$ cat src/rtl/operand_fetch.sv
// operand_fetch: resolves the destination address and reads the source operands from data memory (direct or indirect addressing).
// Define OPFETCH_TRACE_EN to add the saturating rd_count read counter.
module operand_fetch #(
  parameter int DATA_WIDTH = 16,
  parameter int ADDR_WIDTH = 6
) (
  input  logic                  clk,
  input  logic                  rst_n,
  input  logic                  start,
  input  logic [DATA_WIDTH-1:0] ir_word,
  output logic                  busy,
  output logic                  done,
  output logic                  err,
  output logic [ADDR_WIDTH-1:0] dst_addr,
  output logic [DATA_WIDTH-1:0] op_b,
  output logic [DATA_WIDTH-1:0] op_c,
  output logic [ADDR_WIDTH-1:0] mem_addr,
  input  logic [DATA_WIDTH-1:0] mem_rdata
`ifdef OPFETCH_TRACE_EN
  ,
  output logic [15:0]           rd_count
`endif
);
  typedef enum logic [2:0] {
    IDLE, DPTR_ADDR, DPTR_DATA, SRC_ADDR, SRC_DATA, SRC_IND, SRC_IND_DATA, DONE
  } state_t;
  function automatic logic has_dst(input logic [3:0] oc);
    return oc <= 4'd4 || oc == 4'd7;
  endfunction
  function automatic logic has_b(input logic [3:0] oc);
    return oc <= 4'd4 || oc == 4'd8;
  endfunction
  function automatic logic has_c(input logic [3:0] oc);
    return oc >= 4'd1 && oc <= 4'd4;
  endfunction
  function automatic logic legal(input logic [3:0] oc);
    return has_dst(oc) || has_b(oc) || oc == 4'd15;
  endfunction
  state_t                state_q;
  logic [DATA_WIDTH-1:0] ir_q;
  logic                  sel_q;
  logic                  err_q;
  logic [ADDR_WIDTH-1:0] dst_q;
  logic [ADDR_WIDTH-1:0] ptr_q;
  logic [DATA_WIDTH-1:0] b_q;
  logic [DATA_WIDTH-1:0] c_q;
  logic [3:0]            oc_i;
  logic [3:0]            oc_q;
  logic                  cur_di;
  logic [2:0]            cur_a;
  assign oc_i = ir_word[15:12];
  assign oc_q = ir_q[15:12];
  // out takes its B operand from field 1; everything else uses field 2 for B and field 3 for C
  assign cur_di = sel_q ? ir_q[3] : (oc_q == 4'd8 ? ir_q[11] : ir_q[7]);
  assign cur_a  = sel_q ? ir_q[2:0] : (oc_q == 4'd8 ? ir_q[10:8] : ir_q[6:4]);
  always_comb
    mem_addr = state_q == DPTR_ADDR ? ADDR_WIDTH'(ir_q[10:8]) :
               state_q == SRC_ADDR  ? ADDR_WIDTH'(cur_a) :
               state_q == SRC_IND   ? ptr_q : '0;
  assign busy     = state_q != IDLE;
  assign done     = state_q == DONE;
  assign err      = done && err_q;
  assign dst_addr = dst_q;
  assign op_b     = b_q;
  assign op_c     = c_q;
  always_ff @(posedge clk or negedge rst_n) begin
    if (!rst_n) begin
      state_q <= IDLE;
      ir_q    <= '0;
      sel_q   <= 1'b0;
      err_q   <= 1'b0;
      dst_q   <= '0;
      ptr_q   <= '0;
      b_q     <= '0;
      c_q     <= '0;
    end else begin
      case (state_q)
        IDLE: if (start) begin
          ir_q    <= ir_word;
          sel_q   <= 1'b0;
          err_q   <= !legal(oc_i);
          dst_q   <= (has_dst(oc_i) && !ir_word[11]) ? ADDR_WIDTH'(ir_word[10:8]) : '0;
          b_q     <= '0;
          c_q     <= '0;
          state_q <= (has_dst(oc_i) && ir_word[11]) ? DPTR_ADDR : has_b(oc_i) ? SRC_ADDR : DONE;
        end
        DPTR_ADDR: state_q <= DPTR_DATA;
        DPTR_DATA: begin
          dst_q   <= mem_rdata[ADDR_WIDTH-1:0];
          state_q <= has_b(oc_q) ? SRC_ADDR : DONE;
        end
        SRC_ADDR: state_q <= SRC_DATA;
        SRC_IND:  state_q <= SRC_IND_DATA;
        SRC_DATA, SRC_IND_DATA: begin
          if (state_q == SRC_DATA && cur_di) begin
            ptr_q   <= mem_rdata[ADDR_WIDTH-1:0];
            state_q <= SRC_IND;
          end else begin
            if (sel_q) c_q <= mem_rdata;
            else b_q <= mem_rdata;
            sel_q   <= 1'b1;
            state_q <= (!sel_q && has_c(oc_q)) ? SRC_ADDR : DONE;
          end
        end
        DONE:    state_q <= IDLE;
        default: state_q <= IDLE;
      endcase
    end
  end
`ifdef OPFETCH_TRACE_EN
  always_ff @(posedge clk or negedge rst_n) begin
    if (!rst_n) rd_count <= '0;
    else if ((state_q == SRC_ADDR || state_q == SRC_IND || state_q == DPTR_ADDR) && rd_count != 16'hFFFF)
      rd_count <= rd_count + 16'd1;
  end
`endif
endmodule

$ cat config.mk
export PLATFORM = sky130hd
export DESIGN_NAME = operand_fetch
export DESIGN_NICKNAME = d
export VERILOG_FILES = /design/src/rtl/operand_fetch.sv
export SDC_FILE = /design/constraint.sdc
export NUM_CORES = 1
export LEC_CHECK = 0
export CORE_ASPECT_RATIO = 0.5
export CORE_MARGIN = 5
export CORE_UTILIZATION = 52
export CTS_CLUSTER_DIAMETER = 200
export DETAILED_ROUTE_END_ITERATION = 10
export GPL_ROUTABILITY_DRIVEN = 1
export GPL_TIMING_DRIVEN = 1
export PLACE_DENSITY = 0.95
export SLEW_MARGIN = 20
export SYNTH_ARGS = -nofsm -noshare
export SYNTH_HDL_FRONTEND = slang
export SYNTH_SLANG_ARGS = --single-unit
$ cat constraint.sdc
create_clock -name clk -period 4.5 [get_ports clk]
set_input_delay 0.9 -clock clk [delete_from_list [all_inputs] [get_ports clk]]
set_output_delay 0.9 -clock clk [all_outputs]
set_load 0.02 [all_outputs]
# Yosys cells after proc, flatten, opt, wreduce, memory -nomap -nowiden
# Index checks and enable logic that the tools add are counted.
dict set report word_totals {
  ff_bits 65
  in_bits 35
}
dict set report op_classes {
  magnitude_cmp 3
  eq_ne 15
  n_mux 27
  n_reduce_logical 25
}
# op n
set op_table {}
lappend op_table {{2-to-1 mux 16 bit} 5}
lappend op_table {{case mux 16 bit (2 select lines)} 2}
lappend op_table {{2-to-1 mux 3 bit} 9}
lappend op_table {{2-to-1 mux 6 bit} 4}
lappend op_table {{case mux 3 bit (7 select lines)} 1}
lappend op_table {{== test 3 bit (second input constant)} 4}
lappend op_table {{== test 4 bit (second input constant)} 3}
lappend op_table {{case mux 6 bit (2 select lines)} 1}
lappend op_table {{less-or-equal comparator 4 x 3 -> 1 bit (second input constant)} 2}
lappend op_table {{inequality test 2 bit (second input constant)} 4}
lappend op_table {{AND reduction 4 bit} 2}
lappend op_table {{== test 3 x 2 -> 1 bit (second input constant)} 2}
lappend op_table {{logical AND 1 bit} 6}
lappend op_table {{AND reduction 2 bit} 3}
lappend op_table {{logical OR 1 bit} 5}
lappend op_table {{== test 4 x 3 -> 1 bit (second input constant)} 1}
lappend op_table {{greater-or-equal comparator 4 x 1 -> 1 bit (second input constant)} 1}
lappend op_table {{2-to-1 mux 1 bit} 4}
lappend op_table {{nonzero test 2 bit} 2}
lappend op_table {{== test 3 x 1 -> 1 bit (second input constant)} 1}
lappend op_table {{zero test 1 bit} 3}
lappend op_table {{zero test 3 bit} 1}
lappend op_table {{AND reduction 3 bit} 1}
lappend op_table {{nonzero test 3 bit} 1}
lappend op_table {{2 further kinds} 2}

# Depth between registers and ports, before layout
# Gate-level depths: netlist of run 1.
dict set report logic_depth {
  depth_word 6
  ltp_mapped 6
}

# Worst setup path after synthesis of run 1
# Ideal clock, no wire load.
dict set report synth_path {
  kind {register to output}
  startpoint {register state_q[0]}
  endpoint {output mem_addr[0]}
  arrival_ns 1.465
  required_time_ns 3.600
  slack_ns 2.135
  path_stages_with_launch 4
  n_path_buf 1
  path_cell_list {dfrtp_1 clkbuf_1 nand2_1 o32ai_1}
}
dict set report synth_between {
  elab_chain_cells 4
  elab_cells_between_ends 6
}
# item line
set synth_rtl {}
lappend synth_rtl {{start: declaration} 39} ;# state_t state_q;
lappend synth_rtl {{start signal: assignment} 85} ;# state_q <= (has_dst(oc_i) && ir_word[11]) ? DPTR_ADDR : has_b(oc_i) ? SRC_ADDR : DONE;
lappend synth_rtl {{start signal: assignment} 90} ;# state_q <= has_b(oc_q) ? SRC_ADDR : DONE;
lappend synth_rtl {{start signal: assignment} 102} ;# state_q <= (!sel_q && has_c(oc_q)) ? SRC_ADDR : DONE;
lappend synth_rtl {{== test 3 bit} 59} ;# state_q == SRC_IND ? ptr_q : '0;
lappend synth_rtl {{2-to-1 mux 6 bit} 59}
lappend synth_rtl {{2-to-1 mux 6 bit} 58} ;# state_q == SRC_ADDR ? ADDR_WIDTH'(cur_a) :
lappend synth_rtl {{2-to-1 mux 6 bit *} 57} ;# mem_addr = state_q == DPTR_ADDR ? ADDR_WIDTH'(ir_q[10:8]) :
lappend synth_rtl {{end: declaration} 17} ;# output logic [ADDR_WIDTH-1:0] mem_addr,
# Mark *: on every way between the ends. The rest lies on a longest branch, timed or not.

# Worst setup path in the final report of run 1
dict set report layout_path {
  startpoint {register ir_q[13]}
  endpoint {output mem_addr[2]}
}
dict set report layout_between {
  elab_chain_cells 5
}
# item line
set layout_rtl {}
lappend layout_rtl {{start: declaration} 40} ;# logic [DATA_WIDTH-1:0] ir_q;
lappend layout_rtl {{start signal: assignment} 79} ;# ir_q <= ir_word;
lappend layout_rtl {{== test 4 bit} 55} ;# assign cur_a = sel_q ? ir_q[2:0] : (oc_q == 4'd8 ? ir_q[10:8] : ir_q[6:4]);
lappend layout_rtl {{2-to-1 mux 3 bit (2 in a row)} 55}
lappend layout_rtl {{2-to-1 mux 6 bit} 58}
lappend layout_rtl {{2-to-1 mux 6 bit} 57}
# No other way between the ends.

==> summary.txt, run 1 <==
Layout
  • Layout fillers: between 300 and 400
  • Post-layout net count: slightly above 400
  • Multi-input gate area: 1244 µm²
  • Post-route cell area: between 4000 and 5000 µm²
  • Area growth syn-to-layout: 37.04%
  • Reg area: about 1600 µm²
  • Antenna diode count: 0
  • Layout cells sized above 1: 9.626%

Timing
  • Slew Limit Fails: 0
  • Final Critical Period: 3437 ps
  • Setup_tns: 0 ps
  • Worst hold slack: between 500 and 600 ps
  • Final WS setup: 1063 ps
  • Final period util: between 70% and 80%
  • Clock skew: approximately 3.7 ps
  • Worst slew margin: a little under half
  • Final Hold Vio Count: 0
  • Setup violators final: 0
  • Tightest Pin Transition: just under 800 ps
  • Fmax: a little under 0.3 GHz
  • RSZ-0062 raised after global routing: no

Yosys
  • Mean Syn Cell Area: 10.47 µm²
  • Synth Flop Type: dfrtp_1
  • Register area share after synthesis: about 54%
  • Yosys warns: 0
  • Synth Register Bits: 65
  • Netlist Area Pre-Place: 3037 µm²
  • Post-Syn Instances: between 200 and 300
  • Yosys cell types: 42
  • Post-Syn Nets: between 300 and 400
  • Post-synth EDFFs: 0
  • Ys async rst share: between 90% and 100%

Place
  • GP Congestion: between 0.8 and 0.9
  • Detail Placement HPWL: between 5000 and 6000 µm
  • Dpl cell area: 3865 µm²
  • Worst slack, placed: approximately 1500 ps
  • IO buf count: ~80

Routing
  • Drt total wl: 8425 µm
  • # DRC: 0
  • Iter 0 DRT Violations: between 200 and 300
  • Post-route ant nets: 0
  • Routed wire length per instance: ~19 µm
  • DRT Pass-1 Iters: 5
  • Routed vias: 2542
  • Vias per cell: ~5.7

Critical path
  • Req. time, crit path: between 3000 and 4000 ps
  • WS Path Type: flop to output port
  • FF-to-FF Start: ir_q[13]$_DFFE_PN0P_
  • Startpoint types: flop
  • WP data arrival: between 2000 and 3000 ps
  • Critical path origin: ir_q[13]$_DFFE_PN0P_
  • Worst Setup End Kind: output port
  • Crit-path max FO: 6

Hold path
  • Worst Hold Launch: op_b[10]$_DFFE_PN0P_
  • HP Class: flop to flop

Power
  • Power per standard cell area: approximately 750 nW/µm²
  • Leakage power: about 1.9 nW
  • Peak supply drop: around 400 µV

GRT
  • Vias in the first global route: roughly 2700
  • Initial antenna violation count: 0
  • Largest net degree at the start of global routing: 39
  • First-pass GRT wire length: 14000 µm
  • Gr ovfl total: 0
  • Total Routing Usage GR: between 20% and 30%

Clock tree
  • Clk_lat worst skew: 330 ps
  • H-Tree Depth: 3
  • Clock tree sinks: between 60 and 70
  • Clk buf depth: 2
  • CTS tree: yes
  • Setup bufs post-CTS: 0
  • Clock slew at reported path FFs: roughly 50 ps
  • CTS Buf Count: 9
  • PostCTS Resize Cnt: 0
  • Root buffer cell: clkbuf_16
  • Hold buffers post-CTS: 0

Floorplan
  • I/O pins: ~80
  • Std cell rows: 19
  • Total core area: around 5600 µm²
  • Die Wd: about 120 µm
  • Starting Density: roughly 55%
  • Die Footprint: 7561 µm²
  • Die Height: 64.04 µm

Status
  • Outcome: finished, final reports clean

Run
  • Max-cap violations: 0
-- path summary, 6_finish.rpt --
path | cells past startpoint | endpoint | slack, ps
worst min register to register | 1 | op_b[10]$_DFFE_PN0P_ | 500
max in group asynchronous | 2 | ir_q[11]$_DFFE_PN0P_ | 2960
worst min-delay path | 1 | op_b[10]$_DFFE_PN0P_ | 500
min in group asynchronous | 1 | state_q[2]$_DFFE_PN0P_ | 610
worst max-delay path | 5 | mem_addr[2] | 1060
worst max register to register | 4 | op_b[1]$_DFFE_PN0P_ | 2130
-- metal layers --
| layer | global-route usage [%] | vias to the layer above | wire, µm |
|---|---|---|---|
| li1 | - | 1151 | - |
| met1 | 27.93 | 1245 | 3403 |
| met2 | 40.55 | 130 | 4309 |
| met3 | 7.665 | 16 | 578 |
| met4 | 7.153 | 0 | 133 |
| met5 | 0 | - | 0 |
-- where the power goes --
part           total (W)  internal [W]  leakage, nW  switching (W)
clock           0.000678      0.000431        0.141       0.000247
sequential       0.00108      0.000825        0.831       0.000253
combinational    0.00136      0.000656        0.899       0.000703
-- Yosys cell counts (2+ instances only) --
cell type | number | area [µm²]
inv_1 | 22 | 82.58
xor2_1 | 2 | 17.52
dfrtp_1 | 65 | 1627
nand3_1 | 2 | 10.01
nand2b_1 | 7 | 43.79
a221o_1 | 3 | 30.03
or3_1 | 2 | 12.51
buf_6 | 3 | 33.78
o22ai_1 | 2 | 12.51
a22o_1 | 16 | 140.1
o211ai_1 | 2 | 15.01
mux2i_1 | 19 | 190.2
o21ai_0 | 7 | 35.03
clkbuf_1 | 5 | 18.77
mux2_4 | 7 | 105.1
o32ai_1 | 4 | 35.03
o31ai_1 | 2 | 15.01
a21oi_1 | 5 | 25.02
nand2_1 | 70 | 262.8
nor3b_1 | 7 | 52.55
a21oi_2 | 2 | 17.52
o2bb2ai_1 | 3 | 26.28
buf_2 | 7 | 35.03
nor2_1 | 6 | 22.52
or2_2 | 2 | 12.51
a211oi_1 | 2 | 15.01
-- cell families after synthesis --
kind of cell	Yosys count	synth area share, %
compound gates	53	13.39
mux	26	9.724
flops	65	53.56
xor+xnor	2	0.5769
buf+inv	38	5.727
simple gates	106	17.02
-- sequential cells by signal, summed over array words and instances (netlist names) --
name and count:
ir_q 16, op_b 16, dst_addr 6, sel_q 1, op_c 16, state_q 3
err_q 1, ptr_q 6
-- through the flow --
step	cells	power (W)	util (%)
floorplan	290	0.001879	-
global placement	431	0.002323	69.48
detailed placement	431	0.002401	69.48
CTS	447	0.003107	74.67
global route	447	0.003292	74.81
finish	447	0.003115	74.81
-- cell type report --
type | instances | area share [%]
Clock buffer | 12 | 5.683
Timing Repair Buffer | 84 | 19.90
Inverter | 22 | 1.984
Sequential cell | 65 | 39.09
Clock inverter | 4 | 1.263
Multi-Input combinational cell | 187 | 29.89
Tap cell | 73 | 2.195
-- critical path, cell delays in order (launching register included) --
cell             delay, ps
dfrtp_1                460
nor4b_4                550
o22ai_1                180
o2bb2ai_1              160
o32ai_1                190
clkdlybuf4s50_1        670
-- cell usage in the layout (no fill, tap or decap), types with 3 or more instances in the layout --
cell             netlist  final
a21oi_1                5      5
a221o_1                3      3
a22o_1                16     16
buf_4                  0      3
clkbuf_1               5      3
clkbuf_16              0      9
clkdlybuf4s50_1        0     80
dfrtp_1               65     65
inv_1                 22     22
mux2_4                 7      7
mux2i_1               19     19
nand2_1               70     70
nand2b_1               7      7
nor2_1                 6      6
nor3b_1                7      6
o21ai_0                7      7
o2bb2ai_1              3      3
o32ai_1                4      4
Note: power is estimated with default switching activity, not from simulation.
==> run 2, diff against run 1 <==
--- a/config.mk
+++ b/config.mk
@@ -7,12 +7,12 @@
 export LEC_CHECK = 0
 export CORE_ASPECT_RATIO = 0.5
 export CORE_MARGIN = 5
-export CORE_UTILIZATION = 52
+export CORE_UTILIZATION = 48
 export CTS_CLUSTER_DIAMETER = 200
 export DETAILED_ROUTE_END_ITERATION = 10
 export GPL_ROUTABILITY_DRIVEN = 1
 export GPL_TIMING_DRIVEN = 1
-export PLACE_DENSITY = 0.95
+export PLACE_DENSITY = 0.91
 export SLEW_MARGIN = 20
 export SYNTH_ARGS = -nofsm -noshare
 export SYNTH_HDL_FRONTEND = slang
==> constraint.sdc (replaced) <==
create_clock -name clk -period 3.2 [get_ports clk]
set_input_delay 0.64 -clock clk [delete_from_list [all_inputs] [get_ports clk]]
set_output_delay 0.64 -clock clk [all_outputs]
set_load 0.02 [all_outputs]
==> summary.txt, run 2 (synthesized netlist as in run 1, its figures left out) <==
Timing
  • Final Hold Vio Count: 0 (unchanged)
  • Tightest Pin Transition: 812.3 ps (+18.55 ps)
  • Final Critical Period: between 3000 and 4000 ps
  • Final period util: 96.83%
  • Setup_tns: 0 ps (unchanged)
  • Fmax: about 0.32 GHz
  • Slew Limit Fails: 0 (unchanged)
  • Setup violators final: 0 (unchanged)
  • Clock skew: 7.822 ps (+4.131 ps)
  • Worst slew margin: 45.85% (-1.2 points)
  • Final WS setup: 101.5 ps (-961.1 ps)
  • RSZ-0062 raised after global routing: no

Clock tree
  • Clk buf depth: 2 (unchanged)
  • Setup bufs post-CTS: 0 (unchanged)
  • CTS Buf Count: 9 (unchanged)
  • H-Tree Depth: 3 (unchanged)
  • Root buffer cell: clkbuf_16
  • Clock tree sinks: 65 (unchanged)
  • Hold buffers post-CTS: 0 (unchanged)
  • CTS tree: yes
  • Clk_lat worst skew: 330 ps (about the same)
  • Clock slew at reported path FFs: 50 ps (about the same)

Power
  • Total power: 0.004321 W (+39%)
  • Power per standard cell area: 1030 nW/µm² (+38%)
  • Combinational Power Share: 45.9% (+2.3 points)
  • Sequential power share: 33.6% (-1.0 points)
  • Leakage power: 1.890 nW (+0.99%)
  • Switching part of the total: 38.62% (about the same)
  • Peak supply drop: 364.7 µV (-11%)
  • Pint: 0.002652 W (+39%)
  • Psw: 0.001669 W (+39%)
  • Clock power share: 20.5% (-1.3 points)

GRT
  • Largest net degree at the start of global routing: 66 (+69%)
  • Gr ovfl total: 0 (unchanged)
  • First-pass GRT wire length: 13720 µm (-2.0%)
  • Initial antenna violation count: 0 (unchanged)
  • Total Routing Usage GR: 22.28% (-1.0 points)
  • Vias in the first global route: 2653 (-2.0%)

Critical path
  • Crit-path max FO: 6 (unchanged)
  • Crit-path max cell delay: 550 ps (-120 ps)
  • Startpoint types: flop
  • WP data arrival: 2460 ps (-80 ps)
  • CP max-delay cell: clkdlybuf4s50_1
  • Req. time, crit path: 2560 ps (-1040 ps)
  • Worst-path cell chain: nor4b_4, a21boi_0, o2bb2ai_1, o32ai_1, clkdlybuf4s50_1
  • Worst path bufs/invs: 1 (unchanged)
  • Worst Setup End Kind: output port
  • WS Path Type: flop to output port
  • CP top delay family: compound AO/OA/AOI/OAI gates

Routing
  • Iter 0 DRT Violations: 281 (-3.8%)
  • # DRC: 0 (unchanged)
  • Drt total wl: 8264 µm (-1.9%)
  • Routed wire length per instance: 17.73 µm (-5.9%)
  • DRT Pass-1 Iters: 4 (-1)
  • Post-route ant nets: 0 (unchanged)
  • Vias per cell: 5.373 (-5.5%)
  • Routed vias: 2504 (-1.5%)

Place
  • Worst slack, placed: 493.6 ps (-1016 ps)
  • GP Congestion: 0.8830 (+2.3%)
  • IO buf count: 81 (unchanged)
  • Detail Placement HPWL: 5661 µm (-2.0%)

Hold path
  • HP Class: input pin to asynchronous set/reset pin

Layout
  • Layout cells sized above 1: 11.11% (+1.5 points)
  • Layout fillers: 464 (+31%)
  • Antenna diode count: 0 (unchanged)
  • Commonest non-fill, non-tap cell in the layout: clkdlybuf4s50_1
  • Most frequent cells in the layout: clkdlybuf4s50_1, nand2_1, dfrtp_1
  • Area growth syn-to-layout: 38.11%
  • Post-layout net count: 409 (+1.2%)

Floorplan
  • Die Height: 66.24 µm (+3.4%)
  • I/O pins: 82 (unchanged)
  • Starting Density: 49.73% (-4.9 points)
  • Std cell rows: 20 (+1)
  • Total core area: 6106 µm² (+9.8%)
  • Die Wd: 122.5 µm (+3.7%)
  • Die Footprint: 8113 µm² (+7.3%)

Run
  • Max-cap violations: 0 (unchanged)

Status
  • Outcome: finished, final reports clean
==> run 2: timing repair <==
item,CTS,global route
endpoints found under the setup margin,0,3
endpoints found under the hold margin,0,0
resized for setup,0,1
==> run 2: layout make-up <==
type | instances | area [µm²] | area share, %
Clock buffer | 10 | 239.0 | 5.698
Clock inverter | 5 | 32.53 | 0.7757
Inverter | 22 | 82.58 | 1.969
Multi-Input combinational cell | 187 | 1236 | 29.48
Sequential cell | 65 | 1628 | 38.81
Tap cell | 88 | 110.1 | 2.625
Timing Repair Buffer | 89 | 865.8 | 20.64
==> run 2: power by group through the flow <==
stage / Combinational, W / Sequential (W) / Clock, W
floorplan: 0.00108 / 0.00156 / 0
CTS: 0.00199 / 0.00144 / 0.000894
global placement: 0.00189 / 0.00142 / 0
global route: 0.00214 / 0.00150 / 0.000945
detailed placement: 0.00197 / 0.00144 / 0
finish: 0.00198 / 0.00145 / 0.000885
==> run 2: metrics by stage <==
stage	hold WS [ps]	area [µm²]	util [%]	std cells
2_1_floorplan	344.4	3037	-	290
3_3_place_gp	462.8	3921	64.22	451
3_5_place_dp	468.2	3921	64.22	451
4_1_cts	490.9	4193	68.67	466
5_1_grt	521.4	4194	68.69	466
6_report	480.1	4194	68.69	466
==> run 2: path summary, 6_finish.rpt <==
kind / end / cells after the start / from / slack, ps
max: mem_addr[0] / 5 / ir_q[13]$_DFFE_PN0P_ / 100
min reg2reg: ir_q[10]$_DFFE_PN0P_ / 2 / ir_q[10]$_DFFE_PN0P_ / 490
max in group asynchronous: sel_q$_DFFE_PN0P_ / 2 / rst_n / 2160
min: ir_q[15]$_DFFE_PN0P_ / 2 / rst_n / 480
min in group clk: ir_q[10]$_DFFE_PN0P_ / 2 / ir_q[10]$_DFFE_PN0P_ / 490
max reg2reg: op_b[0]$_DFFE_PN0P_ / 4 / ir_q[13]$_DFFE_PN0P_ / 880
==> run 2: layer usage <==
metal	vias up	wire (µm)	track usage, %	share of wire, %
met5	-	0	0	0
met4	0	128	7.531	1.5
met3	15	493	6.752	6.0
met2	92	4221	38.89	51
met1	1239	3421	26.41	41
li1	1158	-	-	-
